<file path="src/rtl/func_gen_pkg.sv">
// Shared types and constants for the DDS function generator.
package func_gen_pkg;

    typedef enum logic [2:0] {
        SINE     = 3'd0,
        TRIANGLE = 3'd1,
        SQUARE   = 3'd2,
        PWM      = 3'd3,
        SAWTOOTH = 3'd4
    } wave_mode_t;

    // MSB of bram_addr picks the LUT table
    localparam logic LUT_SEL_SINE = 1'b0;
    localparam logic LUT_SEL_TRI  = 1'b1;

endpackage

</file>
<file path="src/rtl/dds_phase_acc.sv">
// Phase accumulator with wrap detection and shadow/active config registers.
// Pending config is promoted on a phase wrap so a period is never cut short;
// when no wrap can occur (disabled or zero tuning) it is promoted next clock.
module dds_phase_acc
    import func_gen_pkg::*;
#(
    parameter int unsigned PHASE_W = 32,
    parameter int unsigned DATA_W  = 8
) (
    input  logic               clk,
    input  logic               rst_n,
    input  logic               en,
    input  logic               cfg_load,
    input  logic [PHASE_W-1:0] cfg_tuning,
    input  logic [2:0]         cfg_mode,
    input  logic [DATA_W-1:0]  cfg_amp,
    input  logic [7:0]         cfg_duty,
    output logic [PHASE_W-1:0] phase,
    output logic               wrap,
    output logic [2:0]         mode,
    output logic [DATA_W-1:0]  amp,
    output logic [7:0]         duty
);

    logic [PHASE_W-1:0] phase_q, phase_d;
    logic               wrap_q;
    logic [PHASE_W-1:0] tuning_q, pend_tuning_q;
    logic [2:0]         mode_q, pend_mode_q;
    logic [DATA_W-1:0]  amp_q, pend_amp_q;
    logic [7:0]         duty_q, pend_duty_q;
    logic               pend_q;
    logic [PHASE_W:0]   sum;
    logic               carry;
    logic               xfer;

    // Next phase, carry-out and pending->active transfer condition
    always_comb begin
        sum     = {1'b0, phase_q} + {1'b0, tuning_q};
        carry   = en & sum[PHASE_W];
        phase_d = en ? sum[PHASE_W-1:0] : phase_q;
        xfer    = pend_q & (~en | (tuning_q == '0) | carry);
    end

    // Phase, wrap flag (aligned with the first phase of a period) and cfg registers
    always_ff @(posedge clk or negedge rst_n) begin
        if (!rst_n) begin
            phase_q       <= '0;
            wrap_q        <= 1'b0;
            tuning_q      <= '0;
            mode_q        <= SINE;
            amp_q         <= '1;
            duty_q        <= 8'd128;
            pend_q        <= 1'b0;
            pend_tuning_q <= '0;
            pend_mode_q   <= SINE;
            pend_amp_q    <= '1;
            pend_duty_q   <= 8'd128;
        end else begin
            phase_q <= phase_d;
            wrap_q  <= carry;
            if (xfer) begin
                tuning_q <= pend_tuning_q;
                mode_q   <= pend_mode_q;
                amp_q    <= pend_amp_q;
                duty_q   <= pend_duty_q;
            end
            // A load coinciding with a transfer stays pending for the next wrap
            if (cfg_load) begin
                pend_tuning_q <= cfg_tuning;
                pend_mode_q   <= cfg_mode;
                pend_amp_q    <= cfg_amp;
                pend_duty_q   <= cfg_duty;
            end
            pend_q <= cfg_load | (pend_q & ~xfer);
        end
    end

    assign phase = phase_q;
    assign wrap  = wrap_q;
    assign mode  = mode_q;
    assign amp   = amp_q;
    assign duty  = duty_q;

endmodule

</file>
<file path="src/rtl/dds_func_gen.sv">
// DDS function generator: mode mux, BRAM-latency-matching pipe and amplitude scaler.
// Every mode reaches wave_out BRAM_LAT+2 cycles after its phase stage, so mode
// switches at a wrap never mix samples from different periods.
module dds_func_gen
    import func_gen_pkg::*;
#(
    parameter int unsigned PHASE_W  = 32,
    parameter int unsigned DATA_W   = 8,
    parameter int unsigned ADDR_W   = 10,
    parameter int unsigned BRAM_LAT = 1
) (
    input  logic               clk,
    input  logic               rst_n,
    input  logic               en,
    input  logic               cfg_load,
    input  logic [PHASE_W-1:0] cfg_tuning,
    input  logic [2:0]         cfg_mode,
    input  logic [DATA_W-1:0]  cfg_amp,
    input  logic [7:0]         cfg_duty,
    output logic [ADDR_W:0]    bram_addr,
    input  logic [DATA_W-1:0]  bram_din,
    output logic [DATA_W-1:0]  wave_out,
    output logic               wave_valid,
    output logic               sync_out
);

    logic [PHASE_W-1:0] phase;
    logic               wrap;
    logic [2:0]         mode;
    logic [DATA_W-1:0]  amp;
    logic [7:0]         duty;
    logic               unused_phase;

    dds_phase_acc #(
        .PHASE_W (PHASE_W),
        .DATA_W  (DATA_W)
    ) u_phase_acc (
        .clk        (clk),
        .rst_n      (rst_n),
        .en         (en),
        .cfg_load   (cfg_load),
        .cfg_tuning (cfg_tuning),
        .cfg_mode   (cfg_mode),
        .cfg_amp    (cfg_amp),
        .cfg_duty   (cfg_duty),
        .phase      (phase),
        .wrap       (wrap),
        .mode       (mode),
        .amp        (amp),
        .duty       (duty)
    );

    // Only the upper phase bits feed the waveform
    assign unused_phase = ^phase;

    logic [DATA_W-1:0] comp;
    logic              is_lut;
    logic              lut_sel;

    // Stage 0: decode mode into LUT address or a computed sample
    always_comb begin
        comp    = '0;
        is_lut  = 1'b1;
        lut_sel = LUT_SEL_SINE;
        case (mode)
            TRIANGLE: lut_sel = LUT_SEL_TRI;
            SQUARE: begin
                is_lut = 1'b0;
                comp   = phase[PHASE_W-1] ? '0 : '1;
            end
            PWM: begin
                is_lut = 1'b0;
                comp   = (phase[PHASE_W-1 -: 8] < duty) ? '1 : '0;
            end
            SAWTOOTH: begin
                is_lut = 1'b0;
                comp   = phase[PHASE_W-1 -: DATA_W];
            end
            default: ;
        endcase
    end

    assign bram_addr = {lut_sel, phase[PHASE_W-1 -: ADDR_W]};

    // Stages 1..BRAM_LAT: carry computed sample and side-band alongside the BRAM read
    logic [DATA_W-1:0]   comp_q [BRAM_LAT];
    logic [DATA_W-1:0]   amp_q  [BRAM_LAT];
    logic [BRAM_LAT-1:0] lut_q, vld_q, sync_q;

    always_ff @(posedge clk or negedge rst_n) begin
        if (!rst_n) begin
            for (int i = 0; i < BRAM_LAT; i++) begin
                comp_q[i] <= '0;
                amp_q[i]  <= '0;
                lut_q[i]  <= 1'b0;
                vld_q[i]  <= 1'b0;
                sync_q[i] <= 1'b0;
            end
        end else begin
            comp_q[0] <= comp;
            amp_q[0]  <= amp;
            lut_q[0]  <= is_lut;
            vld_q[0]  <= en;
            sync_q[0] <= wrap & en;
            for (int i = 1; i < BRAM_LAT; i++) begin
                comp_q[i] <= comp_q[i-1];
                amp_q[i]  <= amp_q[i-1];
                lut_q[i]  <= lut_q[i-1];
                vld_q[i]  <= vld_q[i-1];
                sync_q[i] <= sync_q[i-1];
            end
        end
    end

    logic [DATA_W-1:0] samp_q, samp_amp_q;
    logic              samp_vld_q, samp_sync_q;

    // Stage BRAM_LAT+1: pick BRAM data or the delayed computed sample
    always_ff @(posedge clk or negedge rst_n) begin
        if (!rst_n) begin
            samp_q      <= '0;
            samp_amp_q  <= '0;
            samp_vld_q  <= 1'b0;
            samp_sync_q <= 1'b0;
        end else begin
            samp_q      <= lut_q[BRAM_LAT-1] ? bram_din : comp_q[BRAM_LAT-1];
            samp_amp_q  <= amp_q[BRAM_LAT-1];
            samp_vld_q  <= vld_q[BRAM_LAT-1];
            samp_sync_q <= sync_q[BRAM_LAT-1];
        end
    end

    logic [2*DATA_W-1:0] prod;
    logic [DATA_W-1:0]   scaled;

    // Amplitude scaling; all-ones amplitude is an exact bypass
    always_comb begin
        prod   = {{DATA_W{1'b0}}, samp_q} * {{DATA_W{1'b0}}, samp_amp_q};
        scaled = (&samp_amp_q) ? samp_q : prod[2*DATA_W-1:DATA_W];
    end

    // Output stage: wave_out only updates on valid samples so it holds while idle
    always_ff @(posedge clk or negedge rst_n) begin
        if (!rst_n) begin
            wave_out   <= '0;
            wave_valid <= 1'b0;
            sync_out   <= 1'b0;
        end else begin
            wave_valid <= samp_vld_q;
            sync_out   <= samp_sync_q & samp_vld_q;
            if (samp_vld_q) begin
                wave_out <= scaled;
            end
        end
    end

endmodule

</file>
<file path="config.mk">
export PLATFORM = sky130hd
export DESIGN_NAME = dds_func_gen
export DESIGN_NICKNAME = d
export VERILOG_FILES = /design/src/rtl/func_gen_pkg.sv /design/src/rtl/dds_phase_acc.sv /design/src/rtl/dds_func_gen.sv
export SDC_FILE = /design/constraint.sdc
export NUM_CORES = 1
export LEC_CHECK = 0
export ABC_CLOCK_PERIOD_IN_PS = 4800
export BUFFER_PORTS_ARGS = -buffer_cell sky130_fd_sc_hd__clkbuf_2
export CAP_MARGIN = 20
export CORE_MARGIN = 3
export CORE_UTILIZATION = 49
export CTS_CLUSTER_DIAMETER = 120
export CTS_CLUSTER_SIZE = 10
export DETAILED_ROUTE_END_ITERATION = 10
export HOLD_SLACK_MARGIN = 0.1
export MAX_ROUTING_LAYER = met4
export PLACE_DENSITY = 0.77
export SLEW_MARGIN = 30
export SYNTH_ARGS = -nofsm -noshare
export SYNTH_HDL_FRONTEND = slang
export SYNTH_HIERARCHICAL = 1
export SYNTH_SLANG_ARGS = --single-unit
export TNS_END_PERCENT = 5
</file>
<file path="constraint.sdc">
create_clock -name clk -period 4.8 [get_ports clk]
set_input_delay 0.72 -clock clk [delete_from_list [all_inputs] [get_ports clk]]
set_output_delay 0.72 -clock clk [all_outputs]
set_load 0.05 [all_outputs]
</file>
==> results of run 1 <==
## worst max-delay path by stage
| stage | endpoint | cells past startpoint | slack [ns] | start |
|---|---|---|---|---|
| after floorplan | wave_out[6]$_DFFE_PN0P_ | 14 | 0.65 | samp_q[2]$_DFF_PN0_ |
| after global placement | wave_out[6]$_DFFE_PN0P_ | 14 | 0.49 | samp_q[2]$_DFF_PN0_ |
| after detailed placement | wave_out[6]$_DFFE_PN0P_ | 14 | 0.39 | samp_q[1]$_DFF_PN0_ |
| after CTS | wave_out[6]$_DFFE_PN0P_ | 14 | 0.37 | samp_q[2]$_DFF_PN0_ |
| after global routing | wave_out[6]$_DFFE_PN0P_ | 14 | 0.13 | samp_q[2]$_DFF_PN0_ |
| final | wave_out[6]$_DFFE_PN0P_ | 14 | 0.34 | samp_q[2]$_DFF_PN0_ |
## per-layer routing
layer  share of wire [%]  wire length (um)  vias up
li1                    -                 -     3351
met1                  47             10200     3453
met2                  48             10200      139
met3                 3.3               704       29
met4                 1.7               368        0
met5                   0                 0        -
## cells in the mapped netlist (3+ instances only)
cell       number  share of area [%]
nand4b_1        3               0.25
inv_1          60                2.1
fa_1           36                6.7
a31oi_1        14               0.82
a21oi_1        43                2.0
a211oi_1       10               0.70
and2_2          6               0.42
nand4_1         9               0.53
and2_1         47                2.8
and3_1          3               0.18
or3_1           3               0.18
dfstp_2        18                4.4
mux2_4         50                7.0
mux2_2         82                8.6
nor3_1          8               0.37
o21ai_0        27                1.3
dfrtp_1       165                 39
nand2b_1        3               0.18
buf_6           6               0.63
xnor2_1        17                1.4
a21o_1         24                1.7
nor4_1         11               0.64
nor2b_1         9               0.53
nand3_1         6               0.28
o2111ai_1       3               0.25
o21a_1          5               0.35
ha_1           72                8.4
a31o_2          3               0.25
o21ai_1         5               0.23
nand2_1        53                1.9
o221ai_1        3               0.25
nor2_1         29                1.0
clkbuf_1       15               0.53
xor2_1         15                1.2
o21bai_1        5               0.35
## worst max-delay path, stage by stage (launching register included)
cell and delay, ns:
dfrtp_1 0.48, and2_1 0.22, fa_1 0.51, fa_1 0.51
fa_1 0.54, inv_1 0.05, fa_1 0.52, inv_1 0.04
ha_1 0.34, a21oi_1 0.14, o21ai_0 0.17, a221o_1 0.38
a21oi_1 0.15, xor2_1 0.17, o21ai_0 0.09
## layout make-up
type                            instances  share of cell area (%)
Timing Repair Buffer                   90                    3.99
Multi-Input combinational cell        635                    47.9
Tap cell                              275                    2.88
Inverter                               60                    1.88
Clock inverter                         13                   0.869
Clock buffer                           19                    3.98
Sequential cell                       183                    38.5
## state kept, by name, indices dropped and copies added, names as in the netlist, 3 cells and up
signal                     cells
comp_q                         8
u_phase_acc/tuning_q          32
u_phase_acc/pend_mode_q        3
u_phase_acc/duty               8
u_phase_acc/pend_amp_q         8
u_phase_acc/pend_duty_q        8
wave_out                       8
amp_q                          8
u_phase_acc/mode               3
samp_amp_q                     8
u_phase_acc/phase             32
u_phase_acc/amp                8
u_phase_acc/pend_tuning_q     32
samp_q                         8
## cells in the final DEF, fill, tap and decap left out, drive strengths merged, types with 5 or more instances in the layout
cell | synthesis | routed
a211oi | 10 | 10
o21bai | 5 | 5
o21a | 5 | 5
nor4 | 12 | 12
dfstp | 18 | 18
buf | 9 | 7
fa | 36 | 36
xor2 | 15 | 15
dfrtp | 165 | 165
xnor2 | 17 | 17
a21o | 24 | 24
clkbuf | 15 | 102
nor2b | 9 | 9
nor2 | 30 | 30
inv | 60 | 68
a31oi | 14 | 14
mux2 | 132 | 132
ha | 72 | 72
and2 | 53 | 53
a21oi | 44 | 44
nor3 | 8 | 8
nand4 | 9 | 9
nand3 | 6 | 6
nand2 | 54 | 54
o21ai | 32 | 32
clkinv | 0 | 5
## per-stage QoR
step           worst slack, ns  hold slack [ns]  utilization [%]  instance area (um^2)  std cells
6_report                 0.339            0.349             56.3                 12000       1275
5_1_grt                  0.130            0.359             56.3                 12000       1275
4_1_cts                  0.371            0.351             56.3                 11900       1275
3_5_place_dp             0.387            0.335             53.6                 11400       1243
3_3_place_gp             0.487            0.332             53.6                 11400       1243
2_1_floorplan            0.650            0.331                -                 10700        902
## cell families after synthesis
group | Yosys count
and+or+nand+nor | 202
DFF | 183
AOI/OAI and AO/OA | 159
muxes | 134
adders and majority gates | 108
buffers and inverters | 84
xor gates and xnor gates | 32
==> results_dict.tcl, run 1 <==
set metrics [dict create \
    status "finished clean" \
    synth_compound_area_share_pct 9.77 \
    synthDistinctLibCells 61 \
    core_area_mm2 0.0212 \
    antenna_found_initial 0 \
    fp.dieW_um 154 \
    holdPathEnd "samp_vld_q$_DFF_PN0_" \
    io_buffers 83 \
    syn2layout_area_growth_pct 11.9 \
    setup_tns_ns 0 \
    design.die.area_mm2 0.0236 \
    first_global_vias 7269 \
    drt_iter0_drc 404 \
    slew_headroom_pct 43.8 \
    async_flop_share_pct 100 \
    grt_usage_pct 19.5 \
    clock_path_buffers 2 \
    hold_violations 0 \
    finalNetCount 1158 \
    insertion_delay_ns 0.43 \
    hold_path_class "reg -> reg" \
    slew_violations 0 \
    num-fill-cells 1785 \
    root_buffer "clkbuf_16" \
    clk_pin_slew_worst_paths_ns 0.07 \
    arrival_ns 4.75 \
    fmax_ghz 0.224 \
    critPathRequiredTime_ns 5.09 \
    wl_um 21500 \
    synth_edf_count 0 \
    grt_util_met3_pct 3.10 \
    synth_xor_area_share_pct 2.62 \
    r2r-start "samp_q[2]$_DFF_PN0_" \
    grt_use_met2_pct 30.6 \
    ff2ff_setup_slack_ns 0.34 \
    dpl.hpwl_um 15700 \
    die_h_um 154 \
    rows 53 \
    grt.met1_usage_pct 26.3 \
    synth_nets 1073 \
    top_usage_layer "met2" \
    multiInputGateArea_mm2 0.00572 \
    layout.area.seq_mm2 0.00460 \
    fin_crit_sh_pct 92.9 \
    cts_buffers 17 \
    ioPinCount 84 \
    yosysWarnings 6 \
    worst_pin_slew_ns 0.843 \
    cts_setup_buffers 0 \
    synthMuxAreaShare_pct 15.9 \
    dr.pass1.iters 5 \
    vias 6972 \
    avgSynthCellArea_um2 11.8 \
    grt_max_degree 108 \
    grt_overflow 0 \
    start_util_pct 50.4 \
    yosys.area_share.simple_pct 10.1 \
    cts_resized 0 \
    fin_crit_ns 4.46 \
    r2r-end "wave_out[6]$_DFFE_PN0P_" \
    reg2reg_depth 14 \
    cts_htree_levels 4 \
    holdPathStages 0 \
    grt_first_pass_wirelength_um 36500 \
    final-setup-viol-count 0 \
    cp-start-kind "flip-flop" \
    postRouteAntennaNets 0 \
    routedWlPerCell_um 16.9 \
    yosysSeqAreaShare_pct 43.1 \
    path_max_fanout 9 \
    cts_tree "done" \
    drc_errors 0 \
    synthCells 902 \
    via_per_inst 5.47 \
    max-cap-violations 0 \
    rsz0062_at_grt "false" \
    clock-skew-final_ns 0.0139 \
    cp-end-kind "flip-flop" \
    synthAdderAreaFrac_pct 15.2 \
    min_from "vld_q$_DFF_PN0_" \
    critPathKind "reg -> reg" \
    ys_seq_elements 183 \
    antenna-diode-count 0 \
    cts_hold_buf 0 \
    gp_congestion 0.937 \
    synth_top_family_by_area "multiplexers" \
    layout-drive-gt1-share_pct 29.1 \
    synth_ff_type "dfrtp_1" \
    clock_sinks 183 \
    syn_area_mm2 0.0107 \
]
Power of run 1 is left out: the tool's default activity adds up to more than one toggle a clock period on the data nets, which glitch-free logic cannot reach.
==> run 2: changes to the inputs <==
--- a/config.mk
+++ b/config.mk
@@ -5,7 +5,7 @@
 export SDC_FILE = /design/constraint.sdc
 export NUM_CORES = 1
 export LEC_CHECK = 0
-export ABC_CLOCK_PERIOD_IN_PS = 4800
+export ABC_CLOCK_PERIOD_IN_PS = 4600
 export BUFFER_PORTS_ARGS = -buffer_cell sky130_fd_sc_hd__clkbuf_2
 export CAP_MARGIN = 20
 export CORE_MARGIN = 3
@@ -16,6 +16,7 @@
 export HOLD_SLACK_MARGIN = 0.1
 export MAX_ROUTING_LAYER = met4
 export PLACE_DENSITY = 0.77
+export REMOVE_ABC_BUFFERS = 1
 export SLEW_MARGIN = 30
 export SYNTH_ARGS = -nofsm -noshare
 export SYNTH_HDL_FRONTEND = slang
==> constraint.sdc (replaced) <==
create_clock -name clk -period 4.6 [get_ports clk]
set_input_delay 0.69 -clock clk [delete_from_list [all_inputs] [get_ports clk]]
set_output_delay 0.69 -clock clk [all_outputs]
set_load 0.05 [all_outputs]
==> run 2 against run 1 <==
- clock skew increased by 0.0027 ns
- first-iteration DRC count increased by 4.5%
- core utilization increased by 0.16 points
- hold slack got worse by 0.13 ns
- die area unchanged
- critical path type unchanged
- via count increased by 0.55%
- maximum frequency increased by 1.9%
- sequential share of layout area decreased by 0.066 points
- highest routed layer unchanged
- count of clock-buffer cells in the layout decreased by 1
- final cell count increased by 0.24%
- setup slack got worse by 0.12 ns
==> results_dict.tcl, run 2 (same netlist as run 1, synthesis figures left out) <==
set metrics [dict create \
    arrival_ns 4.67 \
    insertion_delay_ns 0.43 \
    clk_pin_slew_worst_paths_ns 0.07 \
    postRouteAntennaNets 0 \
    wl_um 20800 \
    ioPinCount 84 \
    core_area_mm2 0.0212 \
    routedWlPerCell_um 16.3 \
    clock_sinks 183 \
    grt_usage_pct 18.4 \
    worst_pin_slew_ns 0.872 \
    clock-skew-final_ns 0.0166 \
    dr.pass1.iters 6 \
    max-cap-violations 0 \
    critPathKind "reg -> reg" \
    fin_crit_sh_pct 95.2 \
    slowest_delay_ns 0.55 \
    layout-drive-gt1-share_pct 29.6 \
    final-setup-viol-count 0 \
    cp-start-kind "flip-flop" \
    grt_overflow 0 \
    fin_crit_ns 4.38 \
    finalNetCount 1161 \
    fp.dieW_um 154 \
    hold_violations 0 \
    die_h_um 154 \
    final_cell_mix "dfrtp_1, mux2_2, clkbuf_2" \
    hold_path_class "in -> async" \
    gp_congestion 0.928 \
    r2r-start "samp_q[2]$_DFF_PN0_" \
    cts_htree_levels 4 \
    cts_setup_buffers 0 \
    ff2ff_setup_slack_ns 0.22 \
    status "finished clean" \
    rows 53 \
    slowest_stage "fa_1" \
    start_util_pct 50.4 \
    drc_errors 0 \
    io_buffers 83 \
    dpl.hpwl_um 15300 \
    root_buffer "clkbuf_16" \
    num-fill-cells 1799 \
    critPathRequiredTime_ns 4.89 \
    grt_first_pass_wirelength_um 35200 \
    path_common_cell "fa_1" \
    design.die.area_mm2 0.0236 \
    grt_max_degree 74 \
    antenna-diode-count 0 \
    final_common_cell "dfrtp_1" \
    slew_violations 0 \
    vias 7010 \
    crit_chain "and2_1 > fa_1 > fa_1 > fa_1 > inv_1 > fa_1 > inv_1 > ha_1 > a21oi_1 > o21ai_0 > a221o_1 > a21oi_1 > xor2_1 > o21ai_0" \
    antenna_found_initial 0 \
    cts_tree "done" \
    reg2reg_depth 14 \
    cts_buffers 17 \
    syn2layout_area_growth_pct 12.2 \
    rsz0062_at_grt "false" \
    setup_tns_ns 0 \
    first_global_vias 7209 \
    slew_headroom_pct 41.8 \
    path_max_fanout 9 \
    r2r-end "wave_out[6]$_DFFE_PN0P_" \
    clock_path_buffers 2 \
    via_per_inst 5.49 \
    cp-end-kind "flip-flop" \
    drt_iter0_drc 422 \
    fmax_ghz 0.228 \
]
## run 2: cell types whose count changed in the layout (fill, tap and decap cells not counted), sizes merged
cell / previous run / this run
inv: 68 / 66
clkbuf: 102 / 100
buf: 7 / 11
clkinv: 5 / 2
clkinvlp: 0 / 6
## run 2: per-layer routing
layer	global-route usage [%]	up-vias	part of all wire [%]
li1	-	3350	-
met1	24.8	3495	46
met2	29.4	146	49
met3	3.29	19	4.0
met4	4.54	0	1.2
met5	-	-	0
## run 2: area by class of cell
cell class	count	area, um^2	share of cell area [%]
inverter	60	225	1.88
multi-input combinational	635	5720	47.7
sequential	183	4610	38.4
clock buffer	18	450	3.76
tap	275	344	2.87
clock inverter	14	110	0.919
timing repair buffer	93	529	4.42
## run 2: per-stage QoR
stage	utilization (%)	setup WS, ns	cells	instance area, um^2	hold slack [ns]
6_report	56.5	0.222	1278	12000	0.222
5_1_grt	56.5	0.00286	1278	12000	0.247
4_1_cts	56.5	0.183	1278	12000	0.233
3_5_place_dp	53.8	0.204	1246	11400	0.336
3_3_place_gp	53.7	0.281	1245	11400	0.332
2_1_floorplan	-	0.148	878	10500	0.331
## run 2: worst max-delay path: cells and delay by family (launching register included)
kind,cells,cell delay (ns)
compound gates,5,0.87
xor+xnor,1,0.15
fa+ha+maj,5,2.45
buf+inv,2,0.11
flops,1,0.46
simple gates,1,0.20
## run 2: worst max path at each step
stage	from	to	slack, ns	cells after the start
6_report	samp_q[2]$_DFF_PN0_	wave_out[6]$_DFFE_PN0P_	0.22	14
5_1_grt	samp_q[2]$_DFF_PN0_	wave_out[6]$_DFFE_PN0P_	0.003	14
4_1_cts	samp_q[2]$_DFF_PN0_	wave_out[6]$_DFFE_PN0P_	0.18	14
3_5_place_dp	samp_q[2]$_DFF_PN0_	wave_out[6]$_DFFE_PN0P_	0.20	14
3_3_place_gp	samp_q[3]$_DFF_PN0_	wave_out[6]$_DFFE_PN0P_	0.28	14
2_1_floorplan	u_phase_acc/tuning_q[0]$_DFFE_PN0P_	u_phase_acc/duty[7]$_DFFE_PN1P_	0.15	10
## run 2: repair_timing
action / 4_1_cts / 5_1_grt
setup endpoints to repair: 0 / 2
hold buffers: 0 / 0
resized for setup: 0 / 4
Power of run 2 is left out for the same reason.
